==> src/rtl/ahb_pkg.sv <==
// Shared AHB-Lite encodings, bridge state and request types for the AHB to
// PicoRV32 native memory bridge.
package ahb_pkg;

  localparam int unsigned AHB_AW = 32;
  localparam int unsigned AHB_DW = 32;

  localparam logic [1:0] HTRANS_IDLE   = 2'b00;
  localparam logic [1:0] HTRANS_BUSY   = 2'b01;
  localparam logic [1:0] HTRANS_NONSEQ = 2'b10;
  localparam logic [1:0] HTRANS_SEQ    = 2'b11;

  localparam logic [2:0] HSIZE_BYTE = 3'b000;
  localparam logic [2:0] HSIZE_HALF = 3'b001;
  localparam logic [2:0] HSIZE_WORD = 3'b010;

  localparam logic HRESP_OKAY  = 1'b0;
  localparam logic HRESP_ERROR = 1'b1;

  typedef enum logic [2:0] {
    ST_IDLE,
    ST_SETUP,
    ST_ACCESS,
    ST_RESP,
    ST_ERR1,
    ST_ERR2
  } bridge_state_e;

  // Address-phase payload kept for the data phase; strobes are resolved at capture.
  typedef struct packed {
    logic [AHB_AW-1:2] word_addr;
    logic              write;
    logic              instr;
    logic [3:0]        wstrb;
  } ahb_req_t;

  function automatic logic [31:0] byteswap32(input logic [31:0] w);
    return {w[7:0], w[15:8], w[23:16], w[31:24]};
  endfunction

endpackage

==> src/rtl/ahb_picorv32_mem_bridge_if.sv <==
// AHB-Lite slave port plus PicoRV32 native memory port of the bridge.
interface ahb_picorv32_mem_bridge_if;
  import ahb_pkg::*;

  logic              hsel;
  logic [AHB_AW-1:0] haddr;
  logic [1:0]        htrans;
  logic              hwrite;
  logic [2:0]        hsize;
  logic [3:0]        hprot;
  logic [AHB_DW-1:0] hwdata;
  logic              hready;
  logic              hreadyout;
  logic              hresp;
  logic [AHB_DW-1:0] hrdata;

  logic              mem_valid;
  logic              mem_instr;
  logic              mem_ready;
  logic [AHB_AW-1:0] mem_addr;
  logic [AHB_DW-1:0] mem_wdata;
  logic [3:0]        mem_wstrb;
  logic [AHB_DW-1:0] mem_rdata;

  modport slave (
    input  hsel, haddr, htrans, hwrite, hsize, hprot, hwdata, hready,
    output hreadyout, hresp, hrdata,
    output mem_valid, mem_instr, mem_addr, mem_wdata, mem_wstrb,
    input  mem_ready, mem_rdata
  );

  modport master (
    output hsel, haddr, htrans, hwrite, hsize, hprot, hwdata, hready,
    input  hreadyout, hresp, hrdata,
    input  mem_valid, mem_instr, mem_addr, mem_wdata, mem_wstrb,
    output mem_ready, mem_rdata
  );

endinterface

==> src/rtl/ahb_picorv32_lane_map.sv <==
// Combinational byte-lane mapping, strobe generation and size/alignment check.
module ahb_picorv32_lane_map
  import ahb_pkg::*;
#(
  parameter bit BIG_ENDIAN_AHB = 1'b1
) (
  input  logic [2:0]  hsize,
  input  logic [1:0]  addr,
  input  logic [31:0] hwdata,
  input  logic [31:0] mem_rdata,
  output logic [3:0]  wstrb,
  output logic [31:0] mem_wdata,
  output logic [31:0] hrdata,
  output logic        illegal
);

  always_comb begin
    wstrb   = 4'b0000;
    illegal = 1'b0;
    case (hsize)
      HSIZE_BYTE: wstrb = 4'b0001 << addr;
      HSIZE_HALF: begin
        wstrb   = 4'b0011 << addr;
        illegal = addr[0];
      end
      HSIZE_WORD: begin
        wstrb   = 4'b1111;
        illegal = (addr != 2'b00);
      end
      default: illegal = 1'b1;
    endcase
  end

  // Native side is always little-endian; GRLIB AHB puts offset 0 on the top lane.
  assign mem_wdata = BIG_ENDIAN_AHB ? byteswap32(hwdata)    : hwdata;
  assign hrdata    = BIG_ENDIAN_AHB ? byteswap32(mem_rdata) : mem_rdata;

endmodule

==> src/rtl/ahb_picorv32_mem_bridge.sv <==
// AHB-Lite slave that reissues each transfer as one PicoRV32 native memory request.
module ahb_picorv32_mem_bridge
  import ahb_pkg::*;
#(
  parameter bit          BIG_ENDIAN_AHB = 1'b1,
  parameter int unsigned TIMEOUT_CYCLES = 0,
  parameter int unsigned TIMEOUT_W      = 16
) (
  input logic                      clk,
  input logic                      reset,
  ahb_picorv32_mem_bridge_if.slave bus
);

  bridge_state_e        state_q, state_d;
  ahb_req_t             req_q, req_d;
  logic [TIMEOUT_W-1:0] tmo_q, tmo_d;
  logic                 hreadyout_q, hreadyout_d;
  logic                 hresp_q, hresp_d;
  logic [31:0]          hrdata_q, hrdata_d;
  logic                 mem_valid_q, mem_valid_d;
  logic                 mem_instr_q, mem_instr_d;
  logic [31:0]          mem_addr_q, mem_addr_d;
  logic [31:0]          mem_wdata_q, mem_wdata_d;
  logic [3:0]           mem_wstrb_q, mem_wstrb_d;

  logic [3:0]           lane_wstrb;
  logic [31:0]          lane_wdata;
  logic [31:0]          lane_rdata;
  logic                 lane_illegal;
  logic                 capture;
  logic                 timeout;

  ahb_picorv32_lane_map #(
    .BIG_ENDIAN_AHB (BIG_ENDIAN_AHB)
  ) u_lane_map (
    .hsize     (bus.hsize),
    .addr      (bus.haddr[1:0]),
    .hwdata    (bus.hwdata),
    .mem_rdata (bus.mem_rdata),
    .wstrb     (lane_wstrb),
    .mem_wdata (lane_wdata),
    .hrdata    (lane_rdata),
    .illegal   (lane_illegal)
  );

  assign capture = bus.hsel & bus.hready & bus.htrans[1] & hreadyout_q;
  assign timeout = (TIMEOUT_CYCLES != 0) &&
                   (tmo_q == TIMEOUT_W'(TIMEOUT_CYCLES - 1));

  // Next-state and next-output logic.
  always_comb begin
    state_d     = state_q;
    req_d       = req_q;
    tmo_d       = '0;
    hreadyout_d = hreadyout_q;
    hresp_d     = hresp_q;
    hrdata_d    = hrdata_q;
    mem_valid_d = mem_valid_q;
    mem_instr_d = mem_instr_q;
    mem_addr_d  = mem_addr_q;
    mem_wdata_d = mem_wdata_q;
    mem_wstrb_d = mem_wstrb_q;

    case (state_q)
      ST_SETUP: begin
        if (req_q.write) mem_wdata_d = lane_wdata;
        mem_addr_d  = {req_q.word_addr, 2'b00};
        mem_instr_d = req_q.instr;
        mem_wstrb_d = req_q.write ? req_q.wstrb : 4'b0000;
        mem_valid_d = 1'b1;
        state_d     = ST_ACCESS;
      end
      ST_ACCESS: begin
        if (bus.mem_ready) begin
          mem_valid_d = 1'b0;
          if (!req_q.write) hrdata_d = lane_rdata;
          hreadyout_d = 1'b1;
          hresp_d     = HRESP_OKAY;
          state_d     = ST_RESP;
        end else if (timeout) begin
          mem_valid_d = 1'b0;
          hresp_d     = HRESP_ERROR;
          state_d     = ST_ERR1;
        end else begin
          tmo_d = tmo_q + TIMEOUT_W'(1);
        end
      end
      ST_ERR1: begin
        hresp_d     = HRESP_ERROR;
        hreadyout_d = 1'b1;
        state_d     = ST_ERR2;
      end
      default: begin
        // IDLE, RESP and ERR2 all present hreadyout=1 and may accept a new address phase.
        hreadyout_d = 1'b1;
        hresp_d     = HRESP_OKAY;
        state_d     = ST_IDLE;
        if (capture) begin
          req_d.word_addr = bus.haddr[31:2];
          req_d.write     = bus.hwrite;
          req_d.instr     = ~bus.hprot[0];
          req_d.wstrb     = lane_wstrb;
          hreadyout_d     = 1'b0;
          if (lane_illegal) begin
            hresp_d = HRESP_ERROR;
            state_d = ST_ERR1;
          end else begin
            state_d = ST_SETUP;
          end
        end
      end
    endcase
  end

  // State and output registers.
  always_ff @(posedge clk) begin
    if (reset) begin
      state_q     <= ST_IDLE;
      req_q       <= '0;
      tmo_q       <= '0;
      hreadyout_q <= 1'b1;
      hresp_q     <= HRESP_OKAY;
      hrdata_q    <= '0;
      mem_valid_q <= 1'b0;
      mem_instr_q <= 1'b0;
      mem_addr_q  <= '0;
      mem_wdata_q <= '0;
      mem_wstrb_q <= 4'b0000;
    end else begin
      state_q     <= state_d;
      req_q       <= req_d;
      tmo_q       <= tmo_d;
      hreadyout_q <= hreadyout_d;
      hresp_q     <= hresp_d;
      hrdata_q    <= hrdata_d;
      mem_valid_q <= mem_valid_d;
      mem_instr_q <= mem_instr_d;
      mem_addr_q  <= mem_addr_d;
      mem_wdata_q <= mem_wdata_d;
      mem_wstrb_q <= mem_wstrb_d;
    end
  end

  assign bus.hreadyout = hreadyout_q;
  assign bus.hresp     = hresp_q;
  assign bus.hrdata    = hrdata_q;
  assign bus.mem_valid = mem_valid_q;
  assign bus.mem_instr = mem_instr_q;
  assign bus.mem_addr  = mem_addr_q;
  assign bus.mem_wdata = mem_wdata_q;
  assign bus.mem_wstrb = mem_wstrb_q;

endmodule

==> src/flat_wrapper.sv <==
// flat-port wrapper written by rule: the top's interface ports become plain ports
module ahb_picorv32_mem_bridge_flat import ahb_pkg::*;
#(
  parameter bit          BIG_ENDIAN_AHB = 1'b1,
  parameter int unsigned TIMEOUT_CYCLES = 0,
  parameter int unsigned TIMEOUT_W      = 16
)
  (clk, reset, bus_hsel, bus_haddr, bus_htrans, bus_hwrite, bus_hsize, bus_hprot, bus_hwdata, bus_hready, bus_hreadyout, bus_hresp, bus_hrdata, bus_mem_valid, bus_mem_instr, bus_mem_addr, bus_mem_wdata, bus_mem_wstrb, bus_mem_ready, bus_mem_rdata);
  ahb_picorv32_mem_bridge_if bus_i ();
  input logic clk;
  input logic reset;
  input wire logic [$bits(bus_i.hsel)-1:0] bus_hsel;
  input wire logic [$bits(bus_i.haddr)-1:0] bus_haddr;
  input wire logic [$bits(bus_i.htrans)-1:0] bus_htrans;
  input wire logic [$bits(bus_i.hwrite)-1:0] bus_hwrite;
  input wire logic [$bits(bus_i.hsize)-1:0] bus_hsize;
  input wire logic [$bits(bus_i.hprot)-1:0] bus_hprot;
  input wire logic [$bits(bus_i.hwdata)-1:0] bus_hwdata;
  input wire logic [$bits(bus_i.hready)-1:0] bus_hready;
  output wire logic [$bits(bus_i.hreadyout)-1:0] bus_hreadyout;
  output wire logic [$bits(bus_i.hresp)-1:0] bus_hresp;
  output wire logic [$bits(bus_i.hrdata)-1:0] bus_hrdata;
  output wire logic [$bits(bus_i.mem_valid)-1:0] bus_mem_valid;
  output wire logic [$bits(bus_i.mem_instr)-1:0] bus_mem_instr;
  output wire logic [$bits(bus_i.mem_addr)-1:0] bus_mem_addr;
  output wire logic [$bits(bus_i.mem_wdata)-1:0] bus_mem_wdata;
  output wire logic [$bits(bus_i.mem_wstrb)-1:0] bus_mem_wstrb;
  input wire logic [$bits(bus_i.mem_ready)-1:0] bus_mem_ready;
  input wire logic [$bits(bus_i.mem_rdata)-1:0] bus_mem_rdata;
  assign bus_i.hsel = bus_hsel;
  assign bus_i.haddr = bus_haddr;
  assign bus_i.htrans = bus_htrans;
  assign bus_i.hwrite = bus_hwrite;
  assign bus_i.hsize = bus_hsize;
  assign bus_i.hprot = bus_hprot;
  assign bus_i.hwdata = bus_hwdata;
  assign bus_i.hready = bus_hready;
  assign bus_hreadyout = bus_i.hreadyout;
  assign bus_hresp = bus_i.hresp;
  assign bus_hrdata = bus_i.hrdata;
  assign bus_mem_valid = bus_i.mem_valid;
  assign bus_mem_instr = bus_i.mem_instr;
  assign bus_mem_addr = bus_i.mem_addr;
  assign bus_mem_wdata = bus_i.mem_wdata;
  assign bus_mem_wstrb = bus_i.mem_wstrb;
  assign bus_i.mem_ready = bus_mem_ready;
  assign bus_i.mem_rdata = bus_mem_rdata;
  ahb_picorv32_mem_bridge #(.BIG_ENDIAN_AHB(BIG_ENDIAN_AHB), .TIMEOUT_CYCLES(TIMEOUT_CYCLES), .TIMEOUT_W(TIMEOUT_W)) u_core (.clk(clk), .reset(reset), .bus(bus_i));
endmodule
==> config.mk <==
export PLATFORM = sky130hd
export DESIGN_NAME = ahb_picorv32_mem_bridge_flat
export DESIGN_NICKNAME = d
export VERILOG_FILES = /design/src/rtl/ahb_pkg.sv /design/src/rtl/ahb_picorv32_mem_bridge_if.sv /design/src/rtl/ahb_picorv32_lane_map.sv /design/src/rtl/ahb_picorv32_mem_bridge.sv /design/src/flat_wrapper.sv
export SDC_FILE = /design/constraint.sdc
export NUM_CORES = 1
export LEC_CHECK = 0
export CAP_MARGIN = 20
export CORE_AREA = 2 2 117 119
export DETAILED_ROUTE_END_ITERATION = 10
export DIE_AREA = 0 0 119 121
export PLACE_DENSITY = 0.75
export REMOVE_ABC_BUFFERS = 1
export SLEW_MARGIN = 25
export SYNTH_ARGS = -nofsm -noshare
export SYNTH_HDL_FRONTEND = slang
export SYNTH_SLANG_ARGS = --single-unit
==> constraint.sdc <==
create_clock -name clk -period 3.5 [get_ports clk]
set_input_delay 0.35 -clock clk [delete_from_list [all_inputs] [get_ports clk]]
set_output_delay 0.35 -clock clk [all_outputs]
set_load 0.1 [all_outputs]
# --- Word level (Yosys, flattened, before mapping) ---
# Index checks and enable logic that the tools add are counted.
word_totals:
  elab_cells: 52
  reg_bits: 141
classes:
  reduce_logical: 9
  bitwise: 7
  n_eq_ne: 6
  shifts: 2
  n_mux: 15
op_table:
  columns: ["cell", "n"]
  rows:
  - ["case mux 4 bit (3 select lines)", 1]
  - ["2-to-1 mux 3 bit", 3]
  - ["case mux 1 bit (3 select lines)", 3]
  - ["case mux 3 bit (3 select lines)", 1]
  - ["AND reduction 2 bit", 4]
  - ["== test 3 x 1 -> 1 bit (second input constant)", 2]
  - ["== test 3 x 2 -> 1 bit (second input constant)", 2]
  - ["2-to-1 mux 1 bit", 5]
  - ["2-to-1 mux 4 bit", 1]
  - ["NOT 1 bit", 4]
  - ["nonzero test 2 bit", 2]
  - ["left shift 1 x 2 -> 4 bit (first input constant)", 1]
  - ["left shift 2 x 2 -> 4 bit (first input constant)", 1]
  - ["bitwise AND 1 bit", 3]
  - ["== test 3 bit (second input constant)", 1]
  - ["zero test 3 bit", 1]
  - ["AND reduction 3 bit", 1]
  - ["OR reduction 3 bit", 1]
  - ["inequality test 2 bit (second input constant)", 1]
  - ["case mux 1 bit (2 select lines)", 1]

# --- Longest topological paths before layout ---
# Gate-level depths: netlist of the first run.
depth:
  depth_word: 5
  depth_mapped: 7
  depth_no_buf: 4

# --- Modules after synthesis ---
# From an unflattened synthesis of the first run, not the netlist that was laid out.
hier_totals:
  hier_cells: 722
  hier_area_um2: 6162.2
by_module_without_submodules:
  columns: ["mod", "seq_area_each_um2", "cells_each", "area_each_um2", "n_inst"]
  rows:
  - ["ahb_picorv32_mem_bridge", 2822.7, 642, 5589.1, 1]
  - ["ahb_picorv32_lane_map", 0.0, 80, 573.0, 1]

# --- Least setup slack after synthesis of the first run ---
# Ideal clock, no wire load.
synth_path:
  kind: "flip-flop to flip-flop"
  startpoint: "reg u_core.hreadyout_q, in the netlist u_core.bus.hreadyout"
  endpoint: "reg u_core.req_q[0] in the netlist's numbering"
  stages_incl_launch_ff: 6
  path_buffers: 1
  required_ps: 3430
  path_slack_ps: 1126
  setup_time_ps: 70
  arrival_time_ps: 2303
  period_less_slack_ps: 2374
  path_cell_list: "dfxtp_1 nand4_1 a211o_1 buf_6 or3_1 a21oi_1"
synth_between:
  elab_chain_cells: 2
synth_lines:
  columns: ["element", "line_no", "text"]
  rows:
  - ["from (decl)", "ahb_picorv32_mem_bridge.sv:17", "logic hreadyout_q, hreadyout_d;"]
  - ["from (signal assigned)", "ahb_picorv32_mem_bridge.sv:133", "hreadyout_q <= hreadyout_d;"]
  - ["bitwise AND 1 bit", "ahb_picorv32_mem_bridge.sv:46", "assign capture = bus.hsel & bus.hready & bus.htrans[1] & hreadyout_q;"]
  - ["AND reduction 2 bit (no line)", null, null]
  - ["to (signal assigned)", "ahb_picorv32_mem_bridge.sv:131", "req_q <= req_d;"]
  - ["to (decl)", "ahb_picorv32_mem_bridge.sv:15", "ahb_req_t req_q, req_d;"]
# Every way passes these cells.
# A chain may end at the register's enable or synchronous reset.

# --- Worst setup path after layout of the first run ---
layout_path:
  startpoint: "reg u_core.mem_wstrb_q[1], in the netlist u_core.bus.mem_wstrb[1]"
  endpoint: "out bus_mem_wstrb[1]"
layout_rtl:
  columns: ["element", "line_no", "text"]
  rows:
  - ["from (decl)", "ahb_picorv32_mem_bridge.sv:24", "logic [3:0] mem_wstrb_q, mem_wstrb_d;"]
  - ["from (signal assigned)", "ahb_picorv32_mem_bridge.sv:140", "mem_wstrb_q <= mem_wstrb_d;"]
  - ["to (decl)", "flat_wrapper.sv:27", "output wire logic [$bits(bus_i.mem_wstrb)-1:0] bus_mem_wstrb;"]
# No word-level cell between the ends.

==> results of run 1 <==
## layout make-up
type,instances,area (um^2),area share
well taps,176,220,0.0277
flip-flops and latches,141,2820,0.354
repair buffers,216,2150,0.270
clock inverters,10,206,0.0259
clock buffers,22,494,0.0621
inverters,3,11.3,0.00141
multi-input cells,458,2060,0.258
## state kept, by name, summed over array words and instances, names as in the netlist
register / count
u_core.bus.mem_wdata: 32
u_core.bus.mem_valid: 1
u_core.bus.hresp: 1
u_core.bus.mem_instr: 1
u_core.bus.hreadyout: 1
u_core.bus.mem_addr: 30
u_core.bus.mem_wstrb: 4
u_core.state_q: 3
u_core.bus.hrdata: 32
u_core.req_q: 36
## worst register-to-register path: stages (launching register included)
cell and delay [ps]:
dfxtp_1 540, nor3b_2 290, buf_4 420, and2_1 190
buf_4 320, nand2_1 130, a21oi_1 170
## through the flow
stage,cells,hold slack [ps],instance area [um^2],setup slack (ps),power [W]
floorplan,602,419,4880,-669,0.00188
global placement,994,437,7260,1160,0.00210
detailed placement,994,442,7260,1130,0.00210
CTS,1026,449,7960,1180,0.00421
global route,1026,469,7960,1150,0.00431
finish,1026,448,7960,1220,0.00416
## worst max-delay path by stage
stage,to,depth (start not counted),slack (ps),startpoint
6_report,bus_mem_wstrb[1],1,1220,u_core.bus.mem_wstrb[1]$_SDFFE_PP0P_
2_1_floorplan,u_core.bus.mem_wdata[0]$_SDFFE_PP0P_,4,-670,u_core.state_q[0]$_SDFFE_PP0P_
3_5_place_dp,u_core.req_q[2]$_SDFFE_PP0P_,6,1130,bus_hsel
4_1_cts,bus_mem_wstrb[1],1,1180,u_core.bus.mem_wstrb[1]$_SDFFE_PP0P_
5_1_grt,bus_mem_wstrb[1],1,1150,u_core.bus.mem_wstrb[1]$_SDFFE_PP0P_
3_3_place_gp,u_core.req_q[2]$_SDFFE_PP0P_,6,1160,bus_htrans[1]
## cells in the final DEF, fill, tap and decap left out, types with 2 or more instances in the layout
cell type          n
nand2b_1           2
o211ai_1           2
o21ai_0            4
a21oi_1          141
bufinv_16          6
clkinv_2           2
and2_1             2
clkbuf_8           5
dfxtp_1          141
or3_1              2
nor3b_1            2
nor2_1             9
conb_1             2
buf_4              8
clkbuf_16         17
o22ai_1            2
inv_1              3
a211oi_1           3
nor3_1             4
nand2_1          262
nand3_1            5
clkdlybuf4s50_1  207
nor2b_1            2
## routing by layer
metal,global-route usage,share of wire,vias to the layer above
met3,0.0677,0.090,25
met2,0.316,0.46,187
li1,-,-,2490
met5,0,0,-
met4,0.0871,0.021,0
met1,0.243,0.43,2227
## where the power goes
part           switching [W]  internal, W
clock               0.000663      0.00143
sequential         0.0000215      0.00164
combinational       0.000238     0.000165
total               0.000923      0.00323
## cells by family (layout without fill, tap and decap cells)
group                  count (synthesis)  in the layout
AO/OA/AOI/OAI                        158            158
XOR/XNOR                               1              1
buffers and inverters                 54            251
flip-flops                           141            141
other                                  1              2
AND/OR/NAND/NOR                      297            297
==> flow_summary.toml, run 1 <==
[run_status]
status = "finished clean"

[routing]
drcViolationCount = 0
wl_um = 14100
first_iter_violations = 297
dr.pass1.iters = 5
drt-wirelength-per-cell_um = 13.7
postRouteAntennaNets = 0
vias = 4929
avgViaCountPerCell = 4.80

[cts]
cts_made_buffers = 17
post-cts-setup-buffers = 0
cts_sinks = 141
cts_buffer_depth = 2
clk_pin_slew_worst_paths_ps = 60
clock_latency_ps = 410
cts-resized-gates = 0
cts_tree = "done"
htreeDepth = 4
ctsHoldBuffers = 0
cts-root-buf = "clkbuf_16"

[synthesis]
synthDistinctLibCells = 32
yosys-top-cells-area = "dfxtp_1 55%, nand2_1 19%, a21oi_1 14%"
muxShareOfSynthArea = 0
synth_top_family_by_area = "simple AND/OR/NAND/NOR gates"
synth_compound_area_frac = 0.164
synth.avg_cell_area_um2 = 7.89
synthTopCellsByCount = "263 x nand2_1, 141 x a21oi_1, 141 x dfxtp_1, 25 x clkbuf_1, 14 x buf_2"
ys_warn_count = 0
synth_top_cell_by_area = "dfxtp_1"
synthAdderAreaFrac = 0
synth_top_flop_cell = "dfxtp_1"
ys_ff_latch = 141
syn-cell-area_um2 = 5140
synth_most_common_cell = "nand2_1"
syn_inst = 652
synth_xor_area_frac = 0.00316
async_flop_share = 0
synth-simple-area-share = 0.229
synth_top_area_frac = 0.549
synth_edf_count = 0
synth_seq_area_share = 0.549

[floorplan]
die_w_um = 119
initial_core_util = 0.393
placementRows = 42
core-area_um2 = 13100
die_h_um = 121
die_area_um2 = 14400
ioPinCount = 215

[sta]
skew_ps = 6.02
fmax_ghz = 0.438
period_needed_ps = 2280
tns_ps = 0
slew_headroom = 0.298
rsz0062_at_grt = "no"
drv_slew = 0
final_hold_viol_count = 0
fin_crit_sh = 0.652
worst_pin_slew_ps = 1050
finalSetupViolCount = 0

[critical_path]
startpoint_type = "flip-flop"
end_kind = "output pin"
r2r_start = "u_core.state_q[0]$_SDFFE_PP0P_"
crit_slowest_cell = "clkdlybuf4s50_1"
required_ps = 3150
max_stage_delay_ps = 1170
worstPathCellList = "clkdlybuf4s50_1"
ff2ff_path_depth = 6
cp_top_family = "buffers and inverters"
r2r-end = "u_core.bus.mem_wdata[5]$_SDFFE_PP0P_"
path_buf_inv = 1
crit_path_max_fanout = 2
r2r_slack_ps = 1370
worstPathArrival_ps = 1930
crit_type = "flip-flop to output pin"

[min_path]
hold_class = "flip-flop to flip-flop"
hp-start = "u_core.req_q[19]$_SDFFE_PP0P_"
hold-path-endpoint = "u_core.bus.mem_addr[15]$_SDFFE_PP0P_"
whs_path_depth = 2

[power_and_ir_drop]
p_leak_nw = 2.68
powerDensity_nw_per_um2 = 522
ir_drop_mv = 0.360

[placed_design]
dpl.hpwl_um = 9130
place.gp.congestion = 0.796
port_buffers = 208

[global_routing]
gr-usage-all-layers = 0.198
overflow = 0
antenna_found_initial = 0
first_global_vias = 4529
grt_pass1_wl_um = 22600
grt_max_degree = 80

[layout]
layout.nets = 948
diodes = 0
syn_to_final_growth_pct = 54.9
fillers = 1150
finish.utilization = 0.609
layout-drive-gt1-share = 0.0588

[job]
cap_violations = 0
Power figures use the tool's default switching activity.
==> inputs of run 2 (changes only) <==
--- a/config.mk
+++ b/config.mk
@@ -6,10 +6,10 @@
 export NUM_CORES = 1
 export LEC_CHECK = 0
 export CAP_MARGIN = 20
-export CORE_AREA = 2 2 117 119
+export CORE_AREA = 2 2 120 122
 export DETAILED_ROUTE_END_ITERATION = 10
-export DIE_AREA = 0 0 119 121
-export PLACE_DENSITY = 0.75
+export DIE_AREA = 0 0 122 124
+export PLACE_DENSITY = 0.74
 export REMOVE_ABC_BUFFERS = 1
 export SLEW_MARGIN = 25
 export SYNTH_ARGS = -nofsm -noshare
==> constraint.sdc (replaced) <==
create_clock -name clk -period 1.8 [get_ports clk]
set_input_delay 0.18 -clock clk [delete_from_list [all_inputs] [get_ports clk]]
set_output_delay 0.18 -clock clk [all_outputs]
set_load 0.1 [all_outputs]
==> run 2 against run 1 <==
  * Critical path depth increased by 4
  * Via count increased by 0.79%
  * Largest power group unchanged
  * Setup slack got worse by 1100 ps
  * Design area decreased by 0.91%
  * Clock skew increased by 0.67 ps
  * Power increased by 83%
  * Die area increased by 5.1%
  * Clock power increased by 70%
  * Combinational power increased by 110%
  * Critical endpoint is now u_core.state_q[0]$_SDFFE_PP0P_
  * Flip-flop and latch count unchanged
==> flow_summary.toml, run 2 (synthesized netlist as in run 1, its figures left out) <==
[run_status]
status = "finished clean"

[floorplan]
die_w_um = 122
core-area_um2 = 13700
die_area_um2 = 15100
placementRows = 43
die_h_um = 124
initial_core_util = 0.375
ioPinCount = 215

[critical_path]
worstSetupStartpoint = "u_core.state_q[0]$_SDFFE_PP0P_"
ff2ff_path_depth = 5
end_kind = "flip-flop"
crit_type = "flip-flop to flip-flop"
crit_path_max_fanout = 21
crit_end = "u_core.state_q[0]$_SDFFE_PP0P_"
startpoint_type = "flip-flop"
r2r-end = "u_core.state_q[0]$_SDFFE_PP0P_"
required_ps = 2130
worstPathArrival_ps = 2030
r2r_slack_ps = 100
r2r_start = "u_core.state_q[0]$_SDFFE_PP0P_"

[placed_design]
pre_cts_ws_ps = -80.5
port_buffers = 208
place.gp.congestion = 0.761
dp_cells = 1019
dpl.hpwl_um = 9580

[cts]
cts-root-buf = "clkbuf_16"
cts_sinks = 141
clock_latency_ps = 410
cts_buffer_depth = 2
htreeDepth = 4
cts_tree = "done"
clk_pin_slew_worst_paths_ps = 60
cts_made_buffers = 17

[layout]
syn_to_final_growth_pct = 53.5
largest_reg_flops = 36
layout.nets = 969
final_cell_mix = "263 x nand2_1, 141 x a21oi_1, 141 x dfxtp_1"
diodes = 0
layout-drive-gt1-share = 0.194
post_layout_nonfiller_instances = 1049
top_register = "u_core.req_q"
final_common_cell = "nand2_1"

[routing]
dr.pass1.iters = 6
drt-wirelength-per-cell_um = 13.2
avgViaCountPerCell = 4.74
postRouteAntennaNets = 0
vias = 4968
first_iter_violations = 233
wl_um = 13900
drcViolationCount = 0

[sta]
tns_ps = 0
drv_slew = 0
hold-worst-slack_ps = 299
skew_ps = 6.70
setup_slack_ps = 102
fin_crit_sh = 0.943
worst_pin_slew_ps = 693
period_needed_ps = 1700
slew_headroom = 0.538
fmax_ghz = 0.589
final_hold_viol_count = 0
finalSetupViolCount = 0
rsz0062_at_grt = "no"

[job]
cap_violations = 0

[min_path]
hold_class = "primary input to flip-flop"

[global_routing]
overflow = 0
gr-usage-all-layers = 0.182
antenna_found_initial = 0
grt_max_degree = 60
first_global_vias = 4592
grt_pass1_wl_um = 21800

[power_and_ir_drop]
ir_drop_mv = 0.578
powerDensity_nw_per_um2 = 965
p_leak_nw = 2.96
==> run 2: critical path: stages, from the launching register on <==
cell and delay (ps):
dfxtp_1 420, nor3b_4 220, buf_4 240, a2111oi_4 370
o22ai_1 140, a211oi_1 230
==> run 2: cell type report <==
| class | instances | area [um^2] |
|---|---|---|
| fill | 1270 | 5830 |
| sequential | 141 | 2820 |
| timing repair buffer | 237 | 2150 |
| multi-input combinational | 458 | 2070 |
| clock buffer | 20 | 467 |
| tap | 180 | 225 |
| clock inverter | 10 | 139 |
| inverter | 3 | 11.3 |
==> run 2: stage by stage <==
stage	utilization	power, W	instance area (um^2)
finish	0.575	0.00762	7890
global route	0.575	0.00793	7890
CTS	0.574	0.00770	7870
detailed placement	0.530	0.00413	7270
global placement	0.530	0.00412	7270
floorplan	-	0.00366	4880
==> run 2: worst min path at each step <==
stage,cells after the start,to,start
after floorplan,1,u_core.bus.hrdata[0]$_SDFFE_PP0P_,reset
after global placement,2,u_core.bus.mem_addr[5]$_SDFFE_PP0P_,u_core.req_q[9]$_SDFFE_PP0P_
after detailed placement,2,u_core.bus.mem_addr[5]$_SDFFE_PP0P_,u_core.req_q[9]$_SDFFE_PP0P_
after CTS,3,u_core.req_q[13]$_SDFFE_PP0P_,bus_haddr[9]
after global routing,3,u_core.req_q[31]$_SDFFE_PP0P_,bus_haddr[27]
final,2,u_core.req_q[32]$_SDFFE_PP0P_,reset
==> run 2: power by group <==
part	switching [W]	leakage (nW)	internal (W)
registers	0.0000412	1.14	0.00318
logic	0.000478	1.54	0.000361
clock network	0.00128	0.286	0.00227
==> run 2: what timing repair did <==
action,4_1_cts,5_1_grt
hold buffers,0,0
gates resized for setup,0,2
endpoints found under the setup margin,0,1
setup buffers,0,0
==> run 2: routing by layer <==
| metal | vias up | part of all wire | global-route usage |
|---|---|---|---|
| met3 | 12 | 0.099 | 0.0705 |
| met2 | 177 | 0.45 | 0.302 |
| met4 | 0 | 0.0092 | 0.0582 |
| li1 | 2526 | - | - |
| met1 | 2253 | 0.44 | 0.218 |
| met5 | - | 0 | 0 |
==> RTL edit, RTL diff (flow settings as in run 2) <==
Make the reset (`reset`) asynchronous in one clocked block.
--- a/src/rtl/ahb_picorv32_mem_bridge.sv
+++ b/src/rtl/ahb_picorv32_mem_bridge.sv
@@ -115,3 +115,3 @@
   // State and output registers.
-  always_ff @(posedge clk) begin
+  always_ff @(posedge clk or posedge reset) begin
     if (reset) begin
Function: differs if reset is asserted again (counterexample within 4 cycles, from zero or initial values and one cycle with reset high); with reset held inactive, the same outputs for 4 cycles.
==> RTL edit against run 2 <==
Core utilization rose by 4.0 points; setup slack gained 4.2 ps; highest routed layer unchanged; non-clock buffer count decreased by 8; wire length shrank 10%; cell area rose by 7.0%; sequential cell count unchanged; synthesized area up 10%; worst hold slack got worse by 150 ps; critical path type unchanged.
Power is left out: the tool's default activity adds up to more than one toggle a clock period on the data nets, which glitch-free logic cannot reach.
==> RTL edit: results (changes against run 2) <==
| Metric | Value |
|---|---|
| Placed Area | 7850 sq um (+8.0%) |
| DR top layer | met4 |
| Worst clock skew | 6.54 ps (-0.157 ps) |
| Final clock-cell share | 7.07% (-0.61 points) |
| Drt first pass iters | 4 (-2) |
| Final instance count without filler cells | 793 (-24%) |
| Seq cells | 141 (unchanged) |
| Largest net degree at the start of global routing | 41 (-32%) |
| Buffering overhead | 24.8% (-2.5 points) |
| GRT met3 Usage | 7.78% (+0.73 points) |
| Asr flop ratio synth | 100% (+100 points) |
| GPL Wtd Cong | 0.749 (-1.5%) |
| Nets@finish | 711 (-27%) |
| Sequential cell area | 3530 sq um (+25%) |
| Compound-Gate Fraction of Synth Area | 2.79% (-14 points) |
| Number of non-clock buffers | 229 (-3.4%) |
| Max FFs per register | 36 (unchanged) |
| Vias per cell | 4.74 (about the same) |
| DP HPWL | 9260 um (-3.4%) |
| Met1 Routed Length | 5290 um (-13%) |
| Vias in the first global route | 3923 (-15%) |
| Max Cap Viol | 0 (unchanged) |
| Area of the multi-input gates | 1960 sq um (-5.4%) |
| Most used flip-flop cell after synthesis | dfrtp_1 |
| Crit path max-delay family | flip-flops |
| Pre-CTS WS | -86.2 ps (-5.68 ps) |
| H-tree levels | 4 (unchanged) |
| Synth cell types | 36 (+13%) |
| Inst Count DP | 761 (-25%) |
| #MultiIn Comb | 203 (-56%) |
| CP max stage cell | dfrtp_1 |
| XOR/XNOR Fraction of Synth Area | 0.310% (-0.0068 points) |
| First-pass GRT wire length | 19800 um (-9.3%) |
| Sequential cell area fraction in the yosys report | 62.4% (+7.5 points) |
| Post-synth top cells | 140 x dfrtp_1, 92 x mux2_1, 30 x mux2_4 |
| Met1 usage | 21.3% (-0.56 points) |
| Status | finished clean |
| Layout clock buffers | 22 (+10%) |
| DRT antenna net count | 0 (unchanged) |
| Largest Register | u_core.req_q |
| Invs w/o clock | 8 (+5) |
| Mux cell area share after synthesis | 27.8% (+28 points) |
| CP max FO | 32 (+52%) |
| Design Area, Final | 8450 sq um (+7.0%) |
| Slew margin rel. | 66.4% (+13 points) |
| Top area cells in the synthesized netlist | dfrtp_1 62%, mux2_1 18%, mux2_4 8.0% |
| Number of fillers in the final layout | 1062 (-16%) |
| Share of cells above drive strength 1 | 32.5% (+13 points) |
| Grt met2 use | 27.1% (-3.1 points) |
| Wire length per cell | 15.7 um (+18%) |
| Crit path DAT | 1990 ps (-40 ps) |
| Synth Area per Inst | 15.2 sq um (+93%) |
| Tightest Hold Check Type | in2async |
| GRT Resource Usage Total | 17.3% (-0.97 points) |
| Wire length on met2 | 5590 um (-11%) |
| Metal3 WL | 1360 um (-0.73%) |
| DRT iter0 DRCs | 122 (-48%) |
## RTL edit: changes by cell type after synthesis, moves of 7 or more
cell,delta
a21oi_1,-133
clkbuf_1,-22
dfrtp_1,+140
dfxtp_1,-141
mux2_1,+92
mux2_2,+7
mux2_4,+30
nand2_1,-246
o21ai_1,+7
## RTL edit: worst paths after layout
path	slack (ps)	cells past startpoint	endpoint	startpoint
worst max-delay path	110	5	u_core.bus.mem_wdata[19]	u_core.state_q[2]
worst min-delay path	150	2	u_core.bus.mem_wdata[6]	reset
worst max register to register	110	5	u_core.bus.mem_wdata[19]	u_core.state_q[2]
worst min register to register	480	1	u_core.req_q[19]	u_core.req_q[19]
max in group asynchronous	1130	3	u_core.bus.mem_wdata[8]	reset
min in group clk	350	2	u_core.req_q[4]	bus_hprot[0]
## RTL edit: stage by stage
step	hold WS (ps)	utilization (%)
after floorplan	270	-
after global placement	462	57.2
after detailed placement	473	57.2
after CTS	155	61.6
after global routing	165	61.6
final	148	61.6
